--- config.mk ---
export PLATFORM = sky130hd
export DESIGN_NAME = mem_port_arbiter
export DESIGN_NICKNAME = d
export VERILOG_FILES = /design/src/rtl/mem_port_arbiter.sv
export SDC_FILE = /design/constraint.sdc
export NUM_CORES = 1
export LEC_CHECK = 0
export CORE_AREA = 10 10 280 282
export CTS_BUF_LIST = sky130_fd_sc_hd__clkbuf_16
export DETAILED_ROUTE_END_ITERATION = 12
export DIE_AREA = 0 0 290 292
export PLACE_DENSITY = 0.41
export SLEW_MARGIN = 0
export SYNTH_ARGS = -nofsm -noshare
export SYNTH_HDL_FRONTEND = slang
export SYNTH_SLANG_ARGS = --single-unit
--- constraint.sdc ---
create_clock -name clk -period 3 [get_ports clk]
set_clock_uncertainty 0.2 [all_clocks]
set_input_delay 0.6 -clock clk [delete_from_list [all_inputs] [get_ports clk]]
set_output_delay 0.6 -clock clk [all_outputs]
set_load 0.03 [all_outputs]
--- src/rtl/mem_port_arbiter.sv ---
// rtl/mem_port_arbiter.sv - 2:1 I-cache/D-cache arbiter for the shared main-memory port
// Build option ARB_RR_EN: round-robin on simultaneous requests instead of D priority with starvation guard.
module mem_port_arbiter #(
    parameter int ADDR_W       = 28,
    parameter int DATA_W       = 128,
    parameter int STARVE_LIMIT = 4
) (
    input  logic              clk,
    input  logic              rst,
    input  logic              ic_mem_read,
    input  logic [ADDR_W-1:0] ic_mem_addr,
    output logic [DATA_W-1:0] ic_mem_rdata,
    output logic              ic_mem_ready,
    input  logic              dc_mem_read,
    input  logic              dc_mem_write,
    input  logic [ADDR_W-1:0] dc_mem_addr,
    input  logic [DATA_W-1:0] dc_mem_wdata,
    output logic [DATA_W-1:0] dc_mem_rdata,
    output logic              dc_mem_ready,
    output logic              mem_read,
    output logic              mem_write,
    output logic [ADDR_W-1:0] mem_addr,
    output logic [DATA_W-1:0] mem_wdata,
    input  logic [DATA_W-1:0] mem_rdata,
    input  logic              mem_ready,
    output logic              owner,
    output logic              busy
);
    localparam logic [1:0] S_IDLE    = 2'd0;
    localparam logic [1:0] S_GRANT_I = 2'd1;
    localparam logic [1:0] S_GRANT_D = 2'd2;
    localparam logic [1:0] S_GAP     = 2'd3;

    logic [1:0]        state_q, state_d;
    logic              mem_read_q, mem_read_d;
    logic              mem_write_q, mem_write_d;
    logic [ADDR_W-1:0] mem_addr_q, mem_addr_d;
    logic [DATA_W-1:0] mem_wdata_q, mem_wdata_d;
    logic              owner_q, owner_d;
    logic              ireq, dreq, grant_i, grant_d;
`ifdef ARB_RR_EN
    logic              last_owner_q, last_owner_d;
`else
    localparam logic [3:0] LIMIT = 4'(STARVE_LIMIT);
    logic [3:0]        d_streak_q, d_streak_d;
`endif

    assign ireq = ic_mem_read;
    assign dreq = dc_mem_read | dc_mem_write;

    always_comb begin
        state_d     = state_q;
        mem_read_d  = mem_read_q;
        mem_write_d = mem_write_q;
        mem_addr_d  = mem_addr_q;
        mem_wdata_d = mem_wdata_q;
        owner_d     = owner_q;
        grant_i     = 1'b0;
        grant_d     = 1'b0;
`ifdef ARB_RR_EN
        last_owner_d = last_owner_q;
`else
        d_streak_d   = d_streak_q;
`endif
        case (state_q)
            S_IDLE: begin
                if (ireq && dreq) begin
`ifdef ARB_RR_EN
                    grant_d = ~last_owner_q;
`else
                    grant_d = (d_streak_q != LIMIT);
`endif
                    grant_i = ~grant_d;
                end else begin
                    grant_i = ireq;
                    grant_d = dreq;
                end
                if (grant_i) begin
                    state_d     = S_GRANT_I;
                    mem_read_d  = 1'b1;
                    mem_write_d = 1'b0;
                    mem_addr_d  = ic_mem_addr;
                    owner_d     = 1'b0;
                end
                if (grant_d) begin
                    // A combined read+write request is served as the write-back.
                    state_d     = S_GRANT_D;
                    mem_read_d  = dc_mem_read & ~dc_mem_write;
                    mem_write_d = dc_mem_write;
                    mem_addr_d  = dc_mem_addr;
                    mem_wdata_d = dc_mem_wdata;
                    owner_d     = 1'b1;
                end
`ifdef ARB_RR_EN
                if (grant_i || grant_d) last_owner_d = grant_d;
`else
                if (grant_d && ireq)
                    d_streak_d = (d_streak_q == LIMIT) ? d_streak_q : d_streak_q + 4'd1;
                else
                    d_streak_d = 4'd0;
`endif
            end
            S_GRANT_I, S_GRANT_D: begin
                if (mem_ready) begin
                    mem_read_d  = 1'b0;
                    mem_write_d = 1'b0;
                    state_d     = S_GAP;
                end
            end
            default: state_d = S_IDLE;
        endcase
    end

    always_ff @(posedge clk or negedge rst) begin
        if (!rst) begin
            state_q     <= S_IDLE;
            mem_read_q  <= 1'b0;
            mem_write_q <= 1'b0;
            mem_addr_q  <= '0;
            mem_wdata_q <= '0;
            owner_q     <= 1'b0;
`ifdef ARB_RR_EN
            last_owner_q <= 1'b0;
`else
            d_streak_q   <= 4'd0;
`endif
        end else begin
            state_q     <= state_d;
            mem_read_q  <= mem_read_d;
            mem_write_q <= mem_write_d;
            mem_addr_q  <= mem_addr_d;
            mem_wdata_q <= mem_wdata_d;
            owner_q     <= owner_d;
`ifdef ARB_RR_EN
            last_owner_q <= last_owner_d;
`else
            d_streak_q   <= d_streak_d;
`endif
        end
    end

    assign mem_read     = mem_read_q;
    assign mem_write    = mem_write_q;
    assign mem_addr     = mem_addr_q;
    assign mem_wdata    = mem_wdata_q;
    assign owner        = owner_q;
    assign busy         = (state_q == S_GRANT_I) || (state_q == S_GRANT_D);
    assign ic_mem_ready = (state_q == S_GRANT_I) & mem_ready;
    assign dc_mem_ready = (state_q == S_GRANT_D) & mem_ready;
    assign ic_mem_rdata = mem_rdata;
    assign dc_mem_rdata = mem_rdata;
endmodule
==> run summary, run 1 <==
CTS Root Buffer Type - clkbuf_16
fin. max-slew vios - 0
Die X - 290 um
# IOs - 736
initial antenna violation count - 1
Critical Path RT - 2200 ps
Worst Tran Pin Value - 503 ps
area of the multi-input gates - 0.00236 mm2
CP endpoint kind - output port
first-pass GRT wire length - 47.9 mm
largest net degree at the start of global routing - 51
fin crit share - 95.0%
final hold violations - 0
hold depth - 1
Fmax achieved - 351 MHz
FF-to-FF path depth - 7
number of H-tree levels - 4
First-pass DRT Iterations - 6
Mapped Nets - 1,075
Nets - 1,181
share of layout cells above drive strength 1 - 21.6%
Sink Count - 165
crit path DAT - 2050 ps
Max Cap Violations - 0
worst rel slew slack - 66.5%
Power Density - 1160 mW/mm2
GR Util All Layers - 7.77%
maximum root-to-sink buffer count - 2
Leak - 4.60 nW
Synth area leaders - dfrtp_1 (48%), buf_4 (22%), mux2_2 (17%), a31oi_1 (2.2%), nand3_1 (1.7%)
Synth top area share - 47.6%
Skew-Pair Late Insertion Delay - 480 ps
YS warnings - 0
register bit count reported by yosys - 165
core area - 0.0726 mm2
cell count after synthesis - 750
minimum clock period after layout - 2850 ps
Die Height - 292 um
# port buffers - 351
Max stage delay on crit path - 680 ps
post-route ant nets - 0
die footprint - 0.0847 mm2
unrepaired setup endpoints after global routing - false
grt met1 use - 7.65%
final setup TNS - 0 ps
post-synthesis sequential area ratio - 47.6%
average size of a mapped cell - 11.6 um2
Inserted Clock Buffers - 17
gpl congestion - 0.707
initial drt markers - 196
Distinct cells, synth - 35
Final setup viols - 0
post-DP HPWL - 26.1 mm
GRT busiest layer - met2
synthesized area - 0.00867 mm2
critical path type - register to output port
Hold Path Class - register to register
# rows - 99
gr ovfl total - 0
number of global-route vias before repair - 6,359
Max VDD drop - 0.000445 V
WL final - 33.5 mm
outcome - finished, final reports clean
highest-delay cell along the critical path - clkdlybuf4s50_1
# DRC - 0
postcts setup bufs - 0
met3 Use GR - 5.18%
critical path launch point type - register
Via Count - 5,745
CP max FO - 4
sequential cell area - 0.00413 mm2
Vias/cell - 3.14
hold_ws - 308 ps
Synth area leader - dfrtp_1
FILL cells - 8,071
Ant. Diodes - 0
crit-path cells - inv_1, ha_1, and2_1, clkdlybuf4s50_1
CTS clk-pin slew, worst paths - 80 ps
CTS tree - done
Starting Density - 12.0%
met2 Use GR - 12.6%
Routed WL per cell - 18.3 um
Area Growth Syn to Fin - 40.2%
repair_timing:
action,4_1_cts,5_1_grt
hold endpoints to repair,40,0
endpoints found under the setup margin,0,1
hold buffers,1,0
gates resized for setup,0,1
cells in the mapped netlist (all sizes together):
master   instances
dfrtp          165
nand3b           1
nand4            2
o21a             1
nand4b           1
nor4b            1
and4b            1
a21oi            1
o31ai            1
buf            280
ha               7
clkbuf           8
nand3           30
or2              1
o31a             2
nand2            1
nor2            31
o21bai           1
inv             13
nor3             2
a311o            1
o2bb2ai          2
mux2           128
o22ai            2
o21ai           31
a31oi           30
and2             2
mux2i            2
nor2b            1
nand2b           1
kinds of logic after synthesis:
| group | synth area share (%) |
|---|---|
| buffers and inverters | 25.3 |
| DFF | 47.6 |
| and+or+nand+nor | 4.31 |
| adders and majority gates | 1.01 |
| AOI/OAI and AO/OA | 4.93 |
| muxes | 16.8 |
cell usage in the layout, fill, tap and decap left out, types with 2 or more instances in the layout:
master	Yosys	routed
clkdlybuf4s50_1	0	349
nand3_1	30	30
ha_1	7	7
clkinv_8	0	5
bufinv_16	0	2
clkbuf_16	0	17
o22ai_1	2	2
mux2_2	128	128
nor2_1	31	30
buf_4	256	16
inv_6	0	3
inv_8	0	3
nand4_1	2	2
inv_1	13	14
o2bb2ai_1	2	2
and2_1	2	2
mux2i_1	2	2
dfrtp_1	165	165
a31oi_1	30	30
buf_12	0	7
o21ai_0	30	30
metal layers:
| metal | part of all wire [%] | up-vias |
|---|---|---|
| li1 | - | 2497 |
| met1 | 36 | 2683 |
| met2 | 48 | 469 |
| met3 | 13 | 96 |
| met4 | 3.3 | 0 |
| met5 | 0 | - |
power by group:
| part | switching (mW) | internal (mW) | leakage, nW |
|---|---|---|---|
| Sequential | 0.588 | 3.37 | 1.92 |
| Combinational | 4.19 | 3.51 | 2.37 |
| Clock | 1.19 | 1.28 | 0.309 |
flip-flops by register name (all words and copies together), names as in the netlist:
register	cells
state_q	2
owner	1
d_streak_q	4
mem_read	1
mem_addr	28
mem_write	1
mem_wdata	128
critical path, delay by kind of cell (launching register included):
family	cells	cell delay [ps]
buffers and inverters	2	820
DFF	1	410
adders and majority gates	1	200
and+or+nand+nor	1	140
through the flow:
step | worst slack (ps) | area [um2] | cells | power [mW] | util [%]
2_1_floorplan | 984 | 8670 | 750 | 9.03 | -
3_3_place_gp | 181 | 11500 | 1795 | 11.8 | 15.9
3_5_place_dp | 163 | 11500 | 1795 | 11.9 | 15.9
4_1_cts | 27.2 | 12200 | 1828 | 14.5 | 16.8
5_1_grt | 10.1 | 12200 | 1828 | 15.0 | 16.8
6_report | 150 | 12200 | 1828 | 14.1 | 16.8
worst paths after layout:
| check | end | slack [ps] | from |
|---|---|---|---|
| setup / recovery | dc_mem_ready | 150 | state_q[0] |
| hold / removal | mem_wdata[73] | 310 | mem_wdata[73] |
| setup reg to reg | mem_wdata[84] | 660 | d_streak_q[0] |
| hold reg to reg | mem_wdata[73] | 310 | mem_wdata[73] |
| max in group asynchronous | mem_wdata[102] | 1470 | rst |
| min in group asynchronous | mem_wdata[74] | 450 | rst |
area by class of cell:
| cell class | count | area share, % |
|---|---|---|
| Tap cell | 959 | 9.87 |
| Timing Repair Buffer | 375 | 31.1 |
| Sequential cell | 165 | 33.9 |
| Multi-Input combinational cell | 284 | 19.4 |
| Clock buffer | 17 | 3.50 |
| Inverter | 13 | 0.401 |
| Clock inverter | 15 | 1.75 |
Power figures use the tool's default switching activity.
==> run 2: changes to the inputs <==
Settings changed: CORE_AREA 10 10 280 282 to 2 2 288 290, PLACE_DENSITY 0.41 to 0.38.
==> run summary, run 2 (synthesis results as in run 1) <==
outcome - finished, final reports clean (unchanged)
Fmax achieved - 358 MHz (was 351 MHz)
R2R Setup Slk - 590 ps (was 660 ps)
maximum root-to-sink buffer count - 2 (unchanged)
core area - 0.0816 mm2 (was 0.0726 mm2)
number of H-tree levels - 4 (unchanged)
placed cell count - 1,902 (was 1,795)
unrepaired setup endpoints after global routing - false (unchanged)
Power Density - 1140 mW/mm2 (was 1160 mW/mm2)
first-pass GRT wire length - 44.3 mm (was 47.9 mm)
critical path launch point type - register (unchanged)
number of global-route vias before repair - 6,103 (was 6,359)
Starting Density - 10.6% (was 12.0%)
initial drt markers - 147 (was 196)
Hold Path Class - register to register (unchanged)
Max VDD drop - 0.000452 V (was 0.000445 V)
Buf/Inv on CP - 2 (unchanged)
commonest cells after routing, fill and taps aside - clkdlybuf4s50_1 (348), dfrtp_1 (165), mux2_2 (128) (was clkdlybuf4s50_1 (349), dfrtp_1 (165), mux2_2 (128))
critical path type - register to output port (unchanged)
final setup TNS - 0 ps (unchanged)
post-route ant nets - 0 (unchanged)
CP endpoint kind - output port (unchanged)
gr ovfl total - 0 (unchanged)
Die X - 290 um (unchanged)
Nets - 1,177 (was 1,181)
fin crit share - 93.0% (was 95.0%)
CTS Root Buffer Type - clkbuf_16 (unchanged)
initial antenna violation count - 0 (was 1)
CP max FO - 4 (unchanged)
First-pass DRT Iterations - 4 (was 6)
crit-path cells - inv_1, ha_1, and2_1, clkdlybuf4s50_1 (unchanged)
GR Util All Layers - 7.42% (was 7.77%)
final setup margin - 210 ps (was 150 ps)
Die Height - 292 um (unchanged)
Vias/cell - 2.93 (was 3.14)
Critical Path RT - 2200 ps (about the same)
pre-CTS WS - 276 ps (was 163 ps)
# port buffers - 351 (unchanged)
gpl congestion - 0.717 (was 0.707)
Max stage delay on crit path - 670 ps (was 680 ps)
Max Cap Violations - 0 (unchanged)
die footprint - 0.0847 mm2 (unchanged)
# IOs - 736 (unchanged)
# rows - 105 (was 99)
final hold violations - 0 (unchanged)
Area Growth Syn to Fin - 40.6% (was 40.2%)
Skew-Pair Late Insertion Delay - 480 ps (about the same)
Worst Tran Pin Value - 707 ps (was 503 ps)
WL final - 31.1 mm (was 33.5 mm)
worst rel slew slack - 52.7% (was 66.5%)
most common cell after layout, fill and taps aside - clkdlybuf4s50_1 (unchanged)
largest net degree at the start of global routing - 78 (was 51)
max reg flops - 128 (unchanged)
Ant. Diodes - 0 (unchanged)
# DRC - 0 (unchanged)
Leak - 4.55 nW (was 4.60 nW)
Via Count - 5,664 (was 5,745)
Final setup viols - 0 (unchanged)
CTS tree - done (unchanged)
minimum clock period after layout - 2790 ps (was 2850 ps)
share of layout cells above drive strength 1 - 21.2% (was 21.6%)
post-DP HPWL - 24.1 mm (was 26.1 mm)
crit-path leading delay family - buffers and inverters (unchanged)
Sink Count - 165 (unchanged)
fin. max-slew vios - 0 (unchanged)
non-filler cells in the finished layout - 1,933 (was 1,828)
highest-delay cell along the critical path - clkdlybuf4s50_1 (unchanged)
Inserted Clock Buffers - 17 (unchanged)
CTS clk-pin slew, worst paths - 70 ps (was 80 ps)
Routed WL per cell - 16.1 um (was 18.3 um)
crit path DAT - 1990 ps (was 2050 ps)
run 2: area by class of cell:
type                    instances  area, um2
multi-input cells             284       2360
flip-flops and latches        165       4130
inverters                      13       48.8
repair buffers                371       3750
clock inverters                13        148
fillers                      9095      69400
well taps                    1070       1340
clock buffers                  17        425
run 2: metal layers:
metal  track usage (%)  routed length [um]  up-vias
li1                  -                   -     2479
met1              7.32               11200     2684
met2              11.5               14400      396
met3              4.67                3770      103
met4              4.97                1600        2
met5             0.510                  60        -
run 2: through the flow:
step                instance area (um2)  hold slack (ps)  utilization, %  total power [mW]
global route                      12200              316            15.0              14.8
finish                            12200              306            15.0              13.9
floorplan                          8670              104               -              9.03
detailed placement                11600              294            14.2              11.8
global placement                  11600              287            14.2              11.8
CTS                               12200              309            15.0              14.3
run 2: repair_timing:
| action | 4_1_cts | 5_1_grt |
|---|---|---|
| hold endpoints to repair | 31 | 0 |
| hold buffers | 1 | 0 |
| gates resized for setup | 1 | 0 |
| setup endpoints to repair | 1 | 0 |
| setup buffers | 0 | 0 |
run 2: worst paths after layout:
path,startpoint,to,cells past startpoint
worst min register to register,mem_wdata[121],mem_wdata[121],1
min in group asynchronous,rst,mem_wdata[36],2
worst min-delay path,mem_wdata[121],mem_wdata[121],1
worst max-delay path,state_q[0],dc_mem_ready,4
worst max register to register,state_q[0],mem_wdata[91],7
max in group asynchronous,rst,mem_addr[6],3
run 2: power breakdown:
group          switching (mW)  internal, mW  leakage (nW)  total, mW
registers               0.595          3.37          1.92       3.97
clock network            1.07          1.23         0.280       2.30
logic                    4.17          3.48          2.34       7.64
total                    5.83          8.08          4.55       13.9
run 2: worst register-to-register path: cells and delay by family (launching register included):
family | cells | cell delay, ps
simple gates | 1 | 260
flops | 1 | 410
fa+ha+maj | 1 | 270
buf+inv | 4 | 780
mux | 1 | 390
==> run 3: changes to the inputs <==
--- a/config.mk
+++ b/config.mk
@@ -16 +16,2 @@
 export SYNTH_SLANG_ARGS = --single-unit
+export TNS_END_PERCENT = 100
--- a/constraint.sdc
+++ b/constraint.sdc
@@ -4,2 +4,2 @@
 set_output_delay 0.6 -clock clk [all_outputs]
-set_load 0.03 [all_outputs]
+set_load 0.05 [all_outputs]
==> run summary, run 3 (synthesis results as in run 1) <==
CTS clk-pin slew, worst paths - 80 ps (was 70 ps)
WL final - 31.6 mm (was 31.1 mm)
most common cell after layout, fill and taps aside - clkdlybuf4s50_1 (unchanged)
commonest cells after routing, fill and taps aside - clkdlybuf4s50_1 (343), dfrtp_1 (165), mux2_2 (128) (was clkdlybuf4s50_1 (348), dfrtp_1 (165), mux2_2 (128))
Critical Path RT - 2200 ps (about the same)
Routed WL per cell - 16.3 um (was 16.1 um)
Hold Path Class - register to register (unchanged)
unrepaired setup endpoints after global routing - false (unchanged)
Max Cap Violations - 0 (unchanged)
die footprint - 0.0847 mm2 (unchanged)
# DRC - 0 (unchanged)
share of layout cells above drive strength 1 - 22.1% (was 21.2%)
final hold violations - 0 (unchanged)
fin crit share - 85.6% (was 93.0%)
CTS Root Buffer Type - clkbuf_16 (unchanged)
crit-path leading delay family - buffers and inverters (unchanged)
Power Density - 1290 mW/mm2 (was 1140 mW/mm2)
CTS resizes - 0 (was 1)
Inserted Clock Buffers - 17 (unchanged)
total design power - 15.8 mW (was 13.9 mW)
final setup TNS - 0 ps (unchanged)
post-DP HPWL - 24.2 mm (was 24.1 mm)
gr ovfl total - 0 (unchanged)
CP endpoint kind - output port (unchanged)
number of global-route vias before repair - 6,107 (was 6,103)
crit-path cells - clkdlybuf4s50_1 (was inv_1, ha_1, and2_1, clkdlybuf4s50_1)
Ant. Diodes - 0 (unchanged)
core area - 0.0816 mm2 (unchanged)
Starting Density - 10.6% (unchanged)
largest net degree at the start of global routing - 78 (unchanged)
hold_ws - 307 ps (was 306 ps)
Max VDD drop - 0.000457 V (was 0.000452 V)
Die X - 290 um (unchanged)
Sink Count - 165 (unchanged)
# rows - 105 (unchanged)
critical path type - register to output port (unchanged)
Final setup viols - 0 (unchanged)
# IOs - 736 (unchanged)
Leak - 4.57 nW (was 4.55 nW)
Die Height - 292 um (unchanged)
minimum clock period after layout - 2570 ps (was 2790 ps)
Vias/cell - 2.94 (was 2.93)
fin. max-slew vios - 0 (unchanged)
outcome - finished, final reports clean (unchanged)
Via Count - 5,691 (was 5,664)
placed cell area - 0.0116 mm2 (about the same)
FILL cells - 9,049 (was 9,095)
maximum root-to-sink buffer count - 2 (unchanged)
GR Util All Layers - 7.53% (was 7.42%)
Nets - 1,177 (unchanged)
number of H-tree levels - 4 (unchanged)
Buf/Inv on CP - 1 (was 2)
first-pass GRT wire length - 45.4 mm (was 44.3 mm)
post-route design area - 0.0122 mm2 (about the same)
post-route ant nets - 0 (unchanged)
Worst Tran Pin Value - 660 ps (was 707 ps)
Max stage delay on crit path - 840 ps (was 670 ps)
CP max FO - 2 (was 4)
initial antenna violation count - 1 (was 0)
crit path DAT - 1770 ps (was 1990 ps)
critical path launch point type - register (unchanged)
max reg flops - 128 (unchanged)
# port buffers - 351 (unchanged)
First-pass DRT Iterations - 4 (unchanged)
Area Growth Syn to Fin - 40.9% (was 40.6%)
Skew-Pair Late Insertion Delay - 470 ps (was 480 ps)
CTS tree - done (unchanged)
initial drt markers - 191 (was 147)
gpl congestion - 0.707 (was 0.717)
highest-delay cell along the critical path - clkdlybuf4s50_1 (unchanged)
Fmax achieved - 390 MHz (was 358 MHz)
worst rel slew slack - 55.9% (was 52.7%)
-- run 3: changes by cell type in the layout (fill, tap and decap cells not counted), sizes merged --
cell           previous run  this run
clkdlybuf4s50           348       343
clkinv                    2         4
dlygate4sd2               1         0
buf                      21        27
-- run 3: layout make-up --
| cell class | count | area (um2) | area share, % |
|---|---|---|---|
| flip-flops and latches | 165 | 4130 | 33.8 |
| clock inverters | 15 | 188 | 1.54 |
| inverters | 13 | 48.8 | 0.399 |
| multi-input cells | 284 | 2360 | 19.3 |
| clock buffers | 17 | 425 | 3.48 |
| well taps | 1070 | 1340 | 10.9 |
| repair buffers | 371 | 3740 | 30.6 |
-- run 3: metal layers --
layer | vias up | GRT usage (%) | wire length [um]
met2 | 399 | 12.2 | 15000
li1 | 2486 | - | -
met3 | 105 | 4.29 | 3640
met1 | 2699 | 7.56 | 11600
met4 | 2 | 4.36 | 1300
met5 | - | 0.510 | 60
-- run 3: repair_timing --
item	4_1_cts	5_1_grt
setup buffers	0	0
hold buffers	1	0
setup endpoints to repair	0	0
endpoints found under the hold margin	31	0
-- run 3: final timing paths --
path                               startpoint       endpoint  slack, ps  cells past startpoint
worst max-delay path            mem_wdata[49]  mem_wdata[49]        430                      1
worst min-delay path            mem_wdata[60]  mem_wdata[60]        310                      1
worst max register to register     state_q[0]  mem_wdata[11]        590                      7
worst min register to register  mem_wdata[60]  mem_wdata[60]        310                      1
max in group asynchronous                 rst    mem_addr[6]       1360                      3
min in group asynchronous                 rst  mem_wdata[33]        370                      2
-- run 3: through the flow --
step / cells / setup WS [ps] / util, %
after floorplan: 750 / 984 / -
after global placement: 1902 / 301 / 14.2
after detailed placement: 1902 / 264 / 14.2
after CTS: 1935 / 286 / 15.0
after global routing: 1935 / 287 / 15.0
final: 1935 / 433 / 15.0
-- run 3: power breakdown --
group	internal [mW]	switching, mW
registers	3.37	0.603
clock network	1.27	1.17
logic	3.46	5.89
total	8.09	7.67
